[src/rtl/uart_rx_data_sampler.sv]
// Oversampling front end of the UART receiver: edge/bit counters plus a 3-sample majority vote per bit.
// Define UART_RX_SYNC_EN to pass RX_IN through a 2-flop synchronizer before sampling.
module uart_rx_data_sampler #(
  parameter int PRESCALE_W = 6,
  parameter int BIT_CNT_W  = 4
) (
  input  logic                  CLK,
  input  logic                  RST,
  input  logic                  RX_IN,
  input  logic [PRESCALE_W-1:0] Prescale,
  input  logic                  samp_en,
  output logic                  sampled_bit,
  output logic                  sample_done,
  output logic [PRESCALE_W-1:0] edge_cnt,
  output logic [BIT_CNT_W-1:0]  bit_cnt,
  output logic                  err_prescale
);

  logic                  rx_s;
  logic [PRESCALE_W-1:0] edge_cnt_q, edge_cnt_d;
  logic [BIT_CNT_W-1:0]  bit_cnt_q, bit_cnt_d;
  logic                  sampled_bit_q, sampled_bit_d;
  logic                  sample_done_q, sample_done_d;
  logic                  err_prescale_q, err_prescale_d;
  logic [2:0]            samp_q, samp_d;

  logic [PRESCALE_W-1:0] half, half_m1, half_p1, last_edge;
  logic                  active;
  logic                  at_wrap;

`ifdef UART_RX_SYNC_EN
  logic [1:0] sync_q, sync_d;

  always_comb begin
    sync_d = {sync_q[0], RX_IN};
  end

  always_ff @(posedge CLK or negedge RST) begin
    if (!RST) begin
      sync_q <= 2'b11;
    end else begin
      sync_q <= sync_d;
    end
  end

  assign rx_s = sync_q[1];
`else
  assign rx_s = RX_IN;
`endif

  always_comb begin
    half      = Prescale >> 1;
    half_m1   = half - PRESCALE_W'(1);
    half_p1   = half + PRESCALE_W'(1);
    last_edge = Prescale - PRESCALE_W'(1);
    // The legality flag is registered, so a newly illegal Prescale stalls counting one edge later.
    active    = samp_en & ~err_prescale_q;
    at_wrap   = (edge_cnt_q >= last_edge);

    err_prescale_d = !((Prescale == PRESCALE_W'(8)) ||
                       (Prescale == PRESCALE_W'(16)) ||
                       (Prescale == PRESCALE_W'(32)));

    edge_cnt_d    = '0;
    bit_cnt_d     = '0;
    samp_d        = samp_q;
    sampled_bit_d = sampled_bit_q;
    sample_done_d = 1'b0;

    if (active) begin
      edge_cnt_d = at_wrap ? '0 : edge_cnt_q + PRESCALE_W'(1);
      bit_cnt_d  = bit_cnt_q;
      if (at_wrap && (bit_cnt_q != '1)) begin
        bit_cnt_d = bit_cnt_q + BIT_CNT_W'(1);
      end

      if (edge_cnt_q == half_m1) samp_d[0] = rx_s;
      if (edge_cnt_q == half)    samp_d[1] = rx_s;
      if (edge_cnt_q == half_p1) begin
        samp_d[2]     = rx_s;
        // Vote on the next sample set so the third sample counts in the same edge.
        sampled_bit_d = (samp_d[0] & samp_d[1]) | (samp_d[0] & samp_d[2]) |
                        (samp_d[1] & samp_d[2]);
        sample_done_d = 1'b1;
      end
    end
  end

  always_ff @(posedge CLK or negedge RST) begin
    if (!RST) begin
      edge_cnt_q     <= '0;
      bit_cnt_q      <= '0;
      sampled_bit_q  <= 1'b1;
      sample_done_q  <= 1'b0;
      err_prescale_q <= 1'b0;
      samp_q         <= 3'b111;
    end else begin
      edge_cnt_q     <= edge_cnt_d;
      bit_cnt_q      <= bit_cnt_d;
      sampled_bit_q  <= sampled_bit_d;
      sample_done_q  <= sample_done_d;
      err_prescale_q <= err_prescale_d;
      samp_q         <= samp_d;
    end
  end

  assign edge_cnt     = edge_cnt_q;
  assign bit_cnt      = bit_cnt_q;
  assign sampled_bit  = sampled_bit_q;
  assign sample_done  = sample_done_q;
  assign err_prescale = err_prescale_q;

endmodule

[config.mk]
export PLATFORM = sky130hd
export DESIGN_NAME = uart_rx_data_sampler
export DESIGN_NICKNAME = d
export VERILOG_FILES = /design/src/rtl/uart_rx_data_sampler.sv
export SDC_FILE = /design/constraint.sdc
export NUM_CORES = 1
export LEC_CHECK = 0
export ABC_AREA = 1
export CORE_ASPECT_RATIO = 1.25
export CORE_MARGIN = 2
export CORE_UTILIZATION = 44
export DETAILED_ROUTE_END_ITERATION = 10
export PLACE_DENSITY = 0.75
export SYNTH_ARGS = -nofsm -noshare
export SYNTH_HDL_FRONTEND = slang
export SYNTH_SLANG_ARGS = --single-unit
[constraint.sdc]
create_clock -name CLK -period 1.8 [get_ports CLK]
set_input_delay 0.36 -clock CLK [delete_from_list [all_inputs] [get_ports CLK]]
set_output_delay 0.36 -clock CLK [all_outputs]
set_load 0.02 [all_outputs]
# Word-level counts from Yosys, hierarchy flattened
# Index checks and enable logic that the tools add are counted.
[totals]
out_inout_bits = 13
register_bits = 15
word_cells = 42
inputBits = 10
[op_classes]
eq_ne = 8
addsub = 5
muxes = 10
bitwise = 7
magnitude_cmp = 1
n_reduce_logical = 5
[op_table]
columns = ["operator", "n"]
rows = [
  ["$eq A6 B6 Y1", 2],
  ["$mux W6", 2],
  ["$mux W4", 2],
  ["$add A5 B1 Y6 const B", 1],
  ["$add A6 B1 Y6 const B", 1],
  ["$eq A6 B4 Y1 const B", 1],
  ["$eq A6 B5 Y1", 1],
  ["$eq A6 B5 Y1 const B", 1],
  ["$eq A6 B6 Y1 const B", 1],
  ["$ge A6 B6 Y1", 1],
  ["$mux W1", 6],
  ["$sub A5 B1 Y6 const B", 1],
  ["$sub A6 B1 Y6 const B", 1],
  ["$add A4 B1 Y4 const B", 1],
  ["$and A1 B1 Y1", 4],
  ["$ne A4 B4 Y1 const B", 1],
  ["$logic_or A1 B1 Y1", 2],
  ["$ne A2 B1 Y1 const B", 1],
  ["$or A1 B1 Y1", 2],
  ["$reduce_and A2 Y1", 1],
  ["$logic_and A1 B1 Y1", 1],
  ["$logic_not A1 Y1", 1],
  ["$not A1 Y1", 1],
]

# Logic depth before layout (Yosys ltp)
[depth]
depth_word = 7
depth_mapped = 14
mapped_depth_nobuf = 14

# Least setup slack after synthesis
# No wires, ideal clock.
[synth_path]
kind = "input port to flip-flop"
startpoint = "in Prescale[1]"
endpoint = "reg bit_cnt_q[0] (netlist: bit_cnt[0])"
n_path_buf = 0
t_arrival_ns = 2.099
stages = 13
required_ns = 1.665
path_slack_ns = -0.434
setup_time_ns = 0.135
path_cell_list = "inv_1 ha_1 nand2_1 nor2_1 nand2_1 xor2_1 ha_1 nand2_1 o21bai_1 nand4_1 nand2_1 nand2_1 o21ai_0"
[synth_between]
elab_chain_cells = 4
[synth_lines]
columns = ["element", "line_no", "rtl"]
rows = [
  ["start, declared", "10", "input logic [PRESCALE_W-1:0] Prescale,"],
  ["$sub A6 B1 Y6", "55", "last_edge = Prescale - PRESCALE_W'(1);"],
  ["$ge A6 B6 Y1", "58", "at_wrap = (edge_cnt_q >= last_edge);"],
  ["$logic_and A1 B1 Y1", "73", "if (at_wrap && (bit_cnt_q != '1)) begin"],
  ["$ne A2 B1 Y1 (no source line)", "n/a", ""],
  ["end signal, assigned", "99", "bit_cnt_q <= bit_cnt_d;"],
  ["end, declared", "21", "logic [BIT_CNT_W-1:0] bit_cnt_q, bit_cnt_d;"],
]
# Every way passes these cells.
# A chain may end at the register's enable or synchronous reset.

# Worst setup path after layout
# Same ends and word-level chain as after synthesis.

==> run metrics <==
status=finished with violations; failing checks=setup timing; RSZ-0062 raised after global routing=true; Critical Setup Path Class=in2reg; Post-Place Cell Area=between 1500 and 2000 µm²; power density normalized to cell area=approximately 410 nW/µm²; Tightest Pin Transition=approximately 0.23 ns; aggregate negative setup slack=-1.48 ns; part of the cycle the worst path needs=111%; Iteration-0 DRC Markers=15; Setup crit end kind=flop; overall overflow remaining after global route=0; overall power=roughly 0.8 mW; Pre-antenna DRT Iters=4; Pleak=between 1 and 1.5 nW; Inserted Clock Buffers=3; proportion of synthesized chip area in sequential cells=29.5%; switching part of the total=between 30% and 40%; maximum fanout encountered on the critical timing path=7; Crit path required time=roughly 2.0 ns; total routing resource utilization after global routing=23.4%; Max Clock Freq=0.502 GHz; clock tree from TritonCTS=built; clock input transition at the sequential cells of the worst setup and hold paths=roughly 0.090 ns; via count=approximately 1.4k; library cell occupying the most area in the post-synthesis netlist=dfrtp_1; instance count of the mapped netlist=between 150 and 200; final design area excluding fillers=between 1500 and 2000 µm²; largest net degree at the start of global routing=16; number of primary I/O pins=23; via count of the first global-routing pass=approximately 1.4k; clock root buffer master=clkbuf_4; Routability Congestion=1.02; Async S/R FF share, synth=100%; number of flip-flops and latches in the synthesized netlist=15; biggest area contributors in the synthesized netlist=dfrtp_1 (23%), nand2_1 (18%), ha_1 (13%), xor2_1 (6.8%), inv_1 (6.4%); primary flip-flop cell chosen by synthesis mapping=dfrtp_1; mean area per synthesized cell=~7.0 µm²; post-synth design cell area=around 1300 µm²; sink count of the clock tree=15; hold violation total from the final report=0; cell-internal power=about 0.54 mW; number of levels the H-tree was split into=1; relative max-transition margin=a little over four fifths; DRT Wirelength=roughly 3.5 mm; Peak supply drop=387 µV; part of the total power dissipated in the clock network=between 20% and 30%; power dissipated by switching net loads=around 0.24 mW; final instance count without filler cells=between 200 and 300; multi-input combinational cell area=916 µm²; initial antenna violation count=0; share of Yosys cell area claimed by the top area cell type=23.3%; number of setup violations in the final report=10; number of flops mapped to enable cells by yosys=0; fraction of layout cells with a size suffix above 1=between 30% and 40%; first-pass GRT wire length=~5.9 mm; most frequent cell after synthesis=nand2_1; count of yosys warnings during synthesis=0; antenna fix cells=0; share of total power in combinational logic=slightly below 30%; detailed placer's ending HPWL=between 2 and 3 mm; post-layout min period=about 2 ns; clock tree buffer depth=2; effective utilization at floorplan=a little under half; PnR worst setup slack=-0.191 ns; Core Rows=21; CORE AREA=between 2000 and 3000 µm²; Horiz. Die Dim=around 52 µm; fill cell total of the finished layout=225; Slew Viols, Final=0; data arrival time at the worst-slack endpoint=between 2 and 2.5 ns; Via-to-Cell Ratio=approximately 5; Synth-to-Final Area Change=48.8%; Clock Skew=about 0.0063 ns; height of the die=approximately 64 µm; drt drc=0; Tightest Hold Check Type=in2async; number of antenna-violating nets in the routed design=0; number of violations of the max-capacitance limit=0; syn_nets=between 200 and 250; crit start category=primary input; cell total after placement=approximately 270; most numerous cell types in the synthesized netlist=nand2_1 (62), inv_1 (22), nor2_1 (20); die area=3370 µm²; count of input and output buffers=22; CTS Hold Buffers Added=0; mean routed wirelength per cell=about 13 µm; sequential standard cell area=380 µm²; final net count=264; sequential share of power=around 46%; Distinct cells, synth=23; Clock Latency Late Sink=0.28 ns
sequential cells by signal (all words and copies together) (netlist names):
signal        count
bit_cnt           4
edge_cnt          6
err_prescale      1
samp_q            2
sample_done       1
sampled_bit       1
metal layers:
layer / up-vias / GRT usage [%] / share of wire, % / wire length, µm
met5: - / 0 / 0 / 0
met4: 0 / 12.2 / 2.8 / 99
met3: 10 / 4.84 / 3.8 / 132
met2: 35 / 43.3 / 55 / 1940
met1: 617 / 23.4 / 38 / 1340
li1: 697 / - / - / -
cells in the final DEF (no fill, tap or decap), drive strengths merged:
| cell | instances |
|---|---|
| o21ai | 7 |
| a21boi | 1 |
| nor2 | 22 |
| clkbuf | 4 |
| a21oi | 2 |
| dlymetal6s2s | 4 |
| or2 | 2 |
| o2111ai | 1 |
| o21bai | 1 |
| dlygate4sd2 | 3 |
| nand2 | 64 |
| clkdlybuf4s50 | 13 |
| nand4 | 3 |
| buf | 32 |
| dfrtp | 12 |
| nor3b | 1 |
| clkinvlp | 1 |
| dfstp | 3 |
| nand3b | 1 |
| xnor2 | 2 |
| nand3 | 15 |
| inv | 23 |
| ha | 13 |
| xor2 | 10 |
area by class of cell:
class	count	share of cell area, %
Timing Repair Buffer	52	23.8
Sequential cell	15	19.9
Inverter	24	4.90
Multi-Input combinational cell	145	47.8
Clock buffer	4	1.37
Tap cell	34	2.22
path summary, 6_finish.rpt:
path | slack [ns] | endpoint | start | cells past startpoint
worst max-delay path | -0.19 | bit_cnt[0]$_DFFE_PN0P_ | Prescale[1] | 14
worst min-delay path | 0.38 | err_prescale$_DFF_PN0_ | RST | 2
worst min register to register | 0.49 | sampled_bit$_DFFE_PN1P_ | sampled_bit$_DFFE_PN1P_ | 2
max in group asynchronous | 1.18 | samp_q[1]$_DFFE_PN1P_ | RST | 2
worst max register to register | 0.16 | bit_cnt[0]$_DFFE_PN0P_ | edge_cnt[3]$_DFF_PN0_ | 8
min in group CLK | 0.49 | sampled_bit$_DFFE_PN1P_ | sampled_bit$_DFFE_PN1P_ | 2
what timing repair did:
| item | in CTS | in global routing |
|---|---|---|
| resized for setup | 25 | 22 |
| setup buffers | 6 | 1 |
| pin swaps | 19 | 10 |
| setup endpoints to repair | 14 | 17 |
stage by stage:
| stage | setup WS [ns] | util [%] | hold slack, ns |
|---|---|---|---|
| finish | -0.191 | 70.1 | 0.380 |
| global placement | -0.860 | 63.9 | 0.458 |
| floorplan | -0.259 | - | 0.0644 |
| CTS | -0.158 | 67.8 | 0.382 |
| global route | -0.295 | 70.1 | 0.383 |
| detailed placement | -0.928 | 63.9 | 0.483 |
critical path, stage by stage:
cell        delay [ns]
buf_8             0.08
clkinvlp_4        0.15
ha_4              0.21
buf_6             0.11
nand2_4           0.05
xor2_1            0.16
ha_1              0.26
nand2_1           0.08
inv_1             0.04
o21bai_1          0.12
nand4_1           0.22
nand2_2           0.20
nand2_1           0.06
o21ai_1           0.08
kinds of logic (layout without fill, tap and decap cells):
kind of cell / count (synthesis) / after routing / synth area share, %
adder cells (fa/ha/maj): 13 / 13 / 12.6
XOR/XNOR: 12 / 12 / 8.17
buffers and inverters: 25 / 80 / 7.88
AO/OA/AOI/OAI: 12 / 12 / 5.35
flip-flops: 15 / 15 / 29.5
AND/OR/NAND/NOR: 108 / 108 / 36.5
power groups by stage:
stage	logic (mW)	clock network [mW]	registers, mW
floorplan	0.101	0	0.368
global route	0.250	0.218	0.361
finish	0.226	0.192	0.360
detailed placement	0.200	0	0.366
CTS	0.213	0.199	0.359
global placement	0.189	0	0.365
Note: power is estimated with default switching activity, not from simulation.
